### config.mk
export PLATFORM = sky130hd
export DESIGN_NAME = sid_bus_writer
export DESIGN_NICKNAME = d
export VERILOG_FILES = /design/src/rtl/sid_bus_writer.sv
export SDC_FILE = /design/constraint.sdc
export NUM_CORES = 1
export LEC_CHECK = 0
export CORE_MARGIN = 5
export CORE_UTILIZATION = 45
export CTS_CLUSTER_DIAMETER = 60
export DETAILED_ROUTE_END_ITERATION = 16
export PLACE_DENSITY = 0.68
export SLEW_MARGIN = 20
export SYNTH_ARGS = -nofsm -noshare
export SYNTH_HDL_FRONTEND = slang
export SYNTH_SLANG_ARGS = --single-unit
### constraint.sdc
create_clock -name C6_CLK_8MHZ -period 2.4 [get_ports C6_CLK_8MHZ]
set_input_delay 0.24 -clock C6_CLK_8MHZ [delete_from_list [all_inputs] [get_ports C6_CLK_8MHZ]]
set_output_delay 0.24 -clock C6_CLK_8MHZ [all_outputs]
set_load 0.01 [all_outputs]
### src/rtl/sid_bus_writer.sv
// SID bus master: generates phi2 and the power-on SID reset, and turns queued
// register-write requests into chip-select framed cycles aligned to phi2 falls.
module sid_bus_writer #(
   parameter int CLK_DIV    = 8,
   parameter int RES_CYCLES = 16,
   parameter int FIFO_DEPTH = 4
) (
   input  logic       C6_CLK_8MHZ,
   input  logic       C6_RESET,
   input  logic       WR_VALID,
   output logic       WR_READY,
   input  logic [4:0] WR_ADDR,
   input  logic [7:0] WR_DATA,
   output logic       BUSY,
   output logic       SID_CLK,
   output logic       SID_RES,
   output logic       SID_CS,
   output logic [4:0] SID_ADDR,
   output logic [7:0] SID_DATA
);
   localparam int DIV_W = $clog2(CLK_DIV);
   localparam int PTR_W = $clog2(FIFO_DEPTH);
   localparam int CNT_W = PTR_W + 1;
   localparam int RES_W = $clog2(RES_CYCLES + 1);
   localparam logic [DIV_W-1:0] DIV_LAST = DIV_W'(CLK_DIV - 1);
   localparam logic [DIV_W-1:0] DIV_HALF = DIV_W'(CLK_DIV / 2);
   localparam logic [RES_W-1:0] RES_LAST = RES_W'(RES_CYCLES - 1);
   localparam logic [CNT_W-1:0] CNT_FULL = CNT_W'(FIFO_DEPTH);

   typedef enum logic [1:0] {RES_HOLD, IDLE, SETUP, HOLD} state_t;

   state_t           state_reg;
   logic [DIV_W-1:0] div_cnt_reg, div_cnt_next;
   logic [RES_W-1:0] res_cnt_reg;
   logic [PTR_W-1:0] wr_ptr_reg, rd_ptr_reg;
   logic [CNT_W-1:0] count_reg;
   logic [12:0]      fifo_mem [FIFO_DEPTH];
   logic [12:0]      head;
   logic             tick_fall, full, empty, push, pop;

   assign tick_fall    = (div_cnt_reg == DIV_LAST);
   assign div_cnt_next = tick_fall ? '0 : div_cnt_reg + DIV_W'(1);

   assign full     = (count_reg == CNT_FULL);
   assign empty    = (count_reg == '0);
   assign WR_READY = !C6_RESET && !full;
   assign push     = WR_VALID && WR_READY;
   assign pop      = (state_reg == IDLE) && tick_fall && !empty;
   assign head     = fifo_mem[rd_ptr_reg];
   assign BUSY     = (state_reg != IDLE) || !empty;

   // Storage needs no reset: occupancy and pointers alone define validity.
   always_ff @(posedge C6_CLK_8MHZ) begin
      if (push)
         fifo_mem[wr_ptr_reg] <= {WR_ADDR, WR_DATA};
   end

   always_ff @(posedge C6_CLK_8MHZ or posedge C6_RESET) begin
      if (C6_RESET) begin
         div_cnt_reg <= '0;
         SID_CLK     <= 1'b0;
         SID_RES     <= 1'b0;
         SID_CS      <= 1'b1;
         SID_ADDR    <= '0;
         SID_DATA    <= '0;
         wr_ptr_reg  <= '0;
         rd_ptr_reg  <= '0;
         count_reg   <= '0;
         res_cnt_reg <= '0;
         state_reg   <= RES_HOLD;
      end else begin
         div_cnt_reg <= div_cnt_next;
         SID_CLK     <= (div_cnt_next >= DIV_HALF);

         if (push)
            wr_ptr_reg <= wr_ptr_reg + PTR_W'(1);
         if (pop)
            rd_ptr_reg <= rd_ptr_reg + PTR_W'(1);
         if (push && !pop)
            count_reg <= count_reg + CNT_W'(1);
         else if (pop && !push)
            count_reg <= count_reg - CNT_W'(1);

         case (state_reg)
            RES_HOLD: begin
               if (tick_fall) begin
                  if (res_cnt_reg == RES_LAST) begin
                     SID_RES   <= 1'b1;
                     state_reg <= IDLE;
                  end else begin
                     res_cnt_reg <= res_cnt_reg + RES_W'(1);
                  end
               end
            end
            IDLE: begin
               if (pop) begin
                  SID_ADDR  <= head[12:8];
                  SID_DATA  <= head[7:0];
                  SID_CS    <= 1'b0;
                  state_reg <= SETUP;
               end
            end
            // The SID samples the bus on this phi2 fall; hold one more clock.
            SETUP: begin
               if (tick_fall)
                  state_reg <= HOLD;
            end
            HOLD: begin
               SID_CS    <= 1'b1;
               state_reg <= IDLE;
            end
            default: state_reg <= IDLE;
         endcase
      end
   end
endmodule

==> parameters.txt <==
Parameter                              Value

Worst setup path
  Crit path launch type ... register
  Worst endpoint data arrival time ... around 2 ns
  Reg2Reg Depth ... 8
  Top fanout value on the critical path ... 6
  Slowest stage cell, crit path ... sky130_fd_sc_hd__clkdlybuf4s50_1
  Origin of the critical flop-to-flop path ... count_reg[0]
  Peak per-stage delay on the critical path ... between 0.4 and 0.5 ns
  Critical Path, Cell by Cell ... inv_1 -> ha_4 -> or4b_4 -> clkdlybuf4s50_1
  CP endpoint kind ... primary output
  End of the worst register-to-register path ... count_reg[2]
  Count of buffer and inverter cells on the critical path ... 2
  Worst Setup Path Type ... register to primary output
  Reg-to-reg setup timing slack ... between 0.3 and 0.4 ns
  Top cell family by delay on the critical path ... buffers and inverters
  WP data required ... between 2 and 2.5 ns

CTS
  # H-tree levels ... 3
  Clock-pin slew on the worst setup and hold paths ... 0.09 ns
  TritonCTS clock tree ... yes
  Number of buffers added by the clock tree synthesis step ... 9
  Clock root buffer master ... sky130_fd_sc_hd__clkbuf_8
  Worst-case clock buffer depth ... 2
  Num Clock Sinks ... 84
  Quantity of hold-fixing buffers added after cts ... 0
  Later-pin clock latency in the skew report ... 0.35 ns

Finish
  Share of the core filled with cells ... 0.542
  Layout area overhead ... 18.8%
  Ant. Diodes ... 0
  Filler Cells Inserted ... roughly 640
  Registers with the most flip-flops ... fifo_mem: 52 flops, SID_DATA: 8 flops
  Share of final-layout standard cells stronger than drive strength 1 ... 0.230
  NumNets Final ... roughly 260
  Final cell area excluding filler cells ... just over 4000 um2
  Register with the highest flop count ... fifo_mem
  Number of flip-flops in the largest register ... 52

STA
  Final Skew ... roughly 0.011 ns
  Timing-limited maximum frequency ... roughly 0.43 GHz
  Number of endpoints with negative hold slack in the final report ... 0
  Clock period minus final worst setup slack ... ~2.3 ns
  Period utilisation layout ... 0.959
  Slew Limit Fails ... 0
  Least-Margin Pin Slew ... about 0.60 ns
  Final count of negative-setup-slack endpoints ... 0
  Max-slew headroom ... 0.598
  Sum of negative setup slack ... 0 ns
  Unrepaired setup endpoints after global routing ... no

Synth
  Area of the mapped netlist ... 3490 um2
  Sequential share of the synthesized area ... 0.678
  Synthesized-area fraction occupied by xor and xnor cells ... 0.0226
  Mux share of post-synthesis cell area ... 0.151
  Number of synthesized register bits ... 84
  Area share of and/or/nand/nor cells after synthesis ... 0.0406
  Largest family of logic cells by synthesized area ... multiplexers
  Syn_nets ... ~220
  Number of instances in the synthesized netlist ... 187
  Synth Warn # ... 0
  Synth cell types ... 37
  Mapped Avg Cell Area ... between 15 and 20 um2
  Compound-cell area share of the yosys netlist ... 0.0291
  Adder-Cell Fraction of Synth Area ... 0.0524

Routing
  Detail Route Antenna Nets ... 0
  Vias per Instance ... 4.93
  Total number of vias ... ~1700
  WL/cell ... approximately 16 um
  DRC violation count after routing ... 0
  First-pass iteration count of the detailed router ... 4
  Drt first-iter violations ... between 60 and 70
  Final Routed Wirelength ... approximately 5400 um

Floorplanning
  Die width ... between 90 and 100 um
  Overall die area ... approximately 9600 um2
  Die height ... between 90 and 100 um
  Core Footprint ... roughly 7600 um2
  Starting density of the core ... 0.456
  Core Rows ... 32
  I/O pin total ... 34

GRT
  Total track usage ... 0.120
  Number of global-route vias before repair ... between 1500 and 2000
  Global-route wire length before repair ... 8810 um
  Total congestion overflow after global routing ... 0
  Maximum number of pins on one net before global-route repair ... 33
  Initial antenna violation count ... 0

Placed design
  Number of buffer cells added on primary ports ... 33
  Total half-perimeter wirelength after legalization and detailed placement ... between 3000 and 4000 um
  Global placement routability congestion ... 0.687
  Standard cell area after detailed placement ... 3960 um2

Run status
  Result of the run ... complete, no violations

Min path
  HP Class ... input port to async pin

Power
  Total power per unit cell area ... 720 nW/um2
  Leakage ... roughly 1.6 nW
  Maximum vdd drop ... 499 uV
  Pwr Total ... 2.98 mW

Flow run
  Maximum Capacitance Violations ... 0
==> worst min-delay path: cells and delay by family <==
kind / cells / cell delay (ns)
buf+inv: 3 / 0.94
==> logic make-up after synthesis <==
kind of cell | count (synthesis)
muxes | 30
adders and majority gates | 14
xor gates and xnor gates | 9
buffers and inverters | 15
AOI/OAI and AO/OA | 10
and+or+nand+nor | 25
DFF | 84
==> cell usage after synthesis <==
library cell,n,area [um2]
sky130_fd_sc_hd__edfxtp_1,52,1560
sky130_fd_sc_hd__dfrtp_1,31,776
sky130_fd_sc_hd__ha_1,13,163
sky130_fd_sc_hd__inv_1,9,33.8
sky130_fd_sc_hd__mux2_2,9,101
sky130_fd_sc_hd__mux4_2,8,180
sky130_fd_sc_hd__mux2_4,7,105
sky130_fd_sc_hd__nor2_1,6,22.5
sky130_fd_sc_hd__xnor2_1,6,52.6
sky130_fd_sc_hd__mux4_1,5,131
sky130_fd_sc_hd__nand2_1,5,18.8
sky130_fd_sc_hd__and2_1,4,25.0
sky130_fd_sc_hd__xor2_1,3,26.3
sky130_fd_sc_hd__a21oi_1,2,10.0
sky130_fd_sc_hd__buf_2,2,10.0
sky130_fd_sc_hd__buf_6,2,22.5
sky130_fd_sc_hd__nor3_1,2,10.0
sky130_fd_sc_hd__o21ai_0,2,10.0
sky130_fd_sc_hd__a211oi_4,1,20.0
sky130_fd_sc_hd__a31o_2,1,8.76
sky130_fd_sc_hd__and3_1,1,6.26
sky130_fd_sc_hd__and3b_1,1,8.76
sky130_fd_sc_hd__and4b_1,1,10.0
sky130_fd_sc_hd__buf_1,1,3.75
sky130_fd_sc_hd__buf_12,1,20.0
sky130_fd_sc_hd__dfstp_2,1,26.3
sky130_fd_sc_hd__fa_1,1,20.0
sky130_fd_sc_hd__mux2i_1,1,10.0
sky130_fd_sc_hd__nand2b_1,1,6.26
sky130_fd_sc_hd__nand3b_1,1,7.51
sky130_fd_sc_hd__nand4_1,1,6.26
sky130_fd_sc_hd__nor2b_1,1,6.26
sky130_fd_sc_hd__o211ai_2,1,12.5
sky130_fd_sc_hd__o22ai_1,1,6.26
sky130_fd_sc_hd__o311ai_4,1,26.3
sky130_fd_sc_hd__o31ai_1,1,7.51
sky130_fd_sc_hd__or4b_4,1,13.8
==> per-stage QoR <==
step                      setup slack [ns]  cells  hold slack, ns
after floorplan                      0.139    187           0.339
after global placement               0.339    325           0.418
after detailed placement             0.302    325           0.417
after CTS                           0.0430    341           0.407
after global routing                0.0171    341           0.435
final                               0.0975    341           0.398
==> area by class of cell <==
cell class | count | area, um2 | share of cell area
tap | 102 | 128 | 0.0308
sequential | 84 | 2360 | 0.571
clock inverter | 7 | 50.0 | 0.0121
multi-input combinational | 88 | 1040 | 0.252
inverter | 9 | 33.8 | 0.00816
clock buffer | 9 | 124 | 0.0299
timing repair buffer | 42 | 398 | 0.0961
==> cells in the final DEF, fill, tap and decap left out, drive strengths merged, types with 2 or more instances in the layout <==
| cell type | n |
|---|---|
| xor2 | 3 |
| clkdlybuf4s50 | 33 |
| clkinv | 3 |
| inv | 11 |
| edfxtp | 52 |
| clkbuf | 9 |
| mux4 | 13 |
| clkinvlp | 2 |
| buf | 9 |
| and2 | 4 |
| nand2 | 5 |
| nor3 | 2 |
| a21oi | 2 |
| dfrtp | 31 |
| xnor2 | 6 |
| ha | 13 |
| nor2 | 6 |
| mux2 | 16 |
| o21ai | 2 |
==> report_power, final <==
group | internal, mW | switching [mW] | total (mW)
clock network | 0.379 | 0.502 | 0.881
registers | 1.68 | 0.111 | 1.79
logic | 0.149 | 0.160 | 0.309
total | 2.21 | 0.773 | 2.98
==> per-layer routing <==
layer / vias to the layer above / track usage / wire [um]
li1: 796 / - / -
met1: 847 / 0.145 / 2310
met2: 32 / 0.199 / 2770
met3: 7 / 0.0507 / 267
met4: 0 / 0.0288 / 54
met5: - / 0 / 0
==> worst max path at each step <==
| stage | from | endpoint | slack [ns] | depth (start not counted) |
|---|---|---|---|---|
| 6_report | state_reg[1] | BUSY | 0.1 | 4 |
| 5_1_grt | state_reg[1] | BUSY | 0.02 | 4 |
| 4_1_cts | state_reg[1] | BUSY | 0.04 | 4 |
| 3_5_place_dp | WR_VALID | count_reg[2] | 0.30 | 9 |
| 3_3_place_gp | WR_VALID | count_reg[2] | 0.34 | 9 |
| 2_1_floorplan | div_cnt_reg[0] | count_reg[2] | 0.14 | 11 |
==> what timing repair did <==
| action | CTS | global route |
|---|---|---|
| buffers inserted | 0 | 0 |
| setup endpoints to repair | 1 | 1 |
| gates resized for setup | 1 | 1 |
| pin swaps | 0 | 0 |
| endpoints found under the hold margin | 0 | 0 |
No activity file was read; power rests on OpenSTA's default activity.
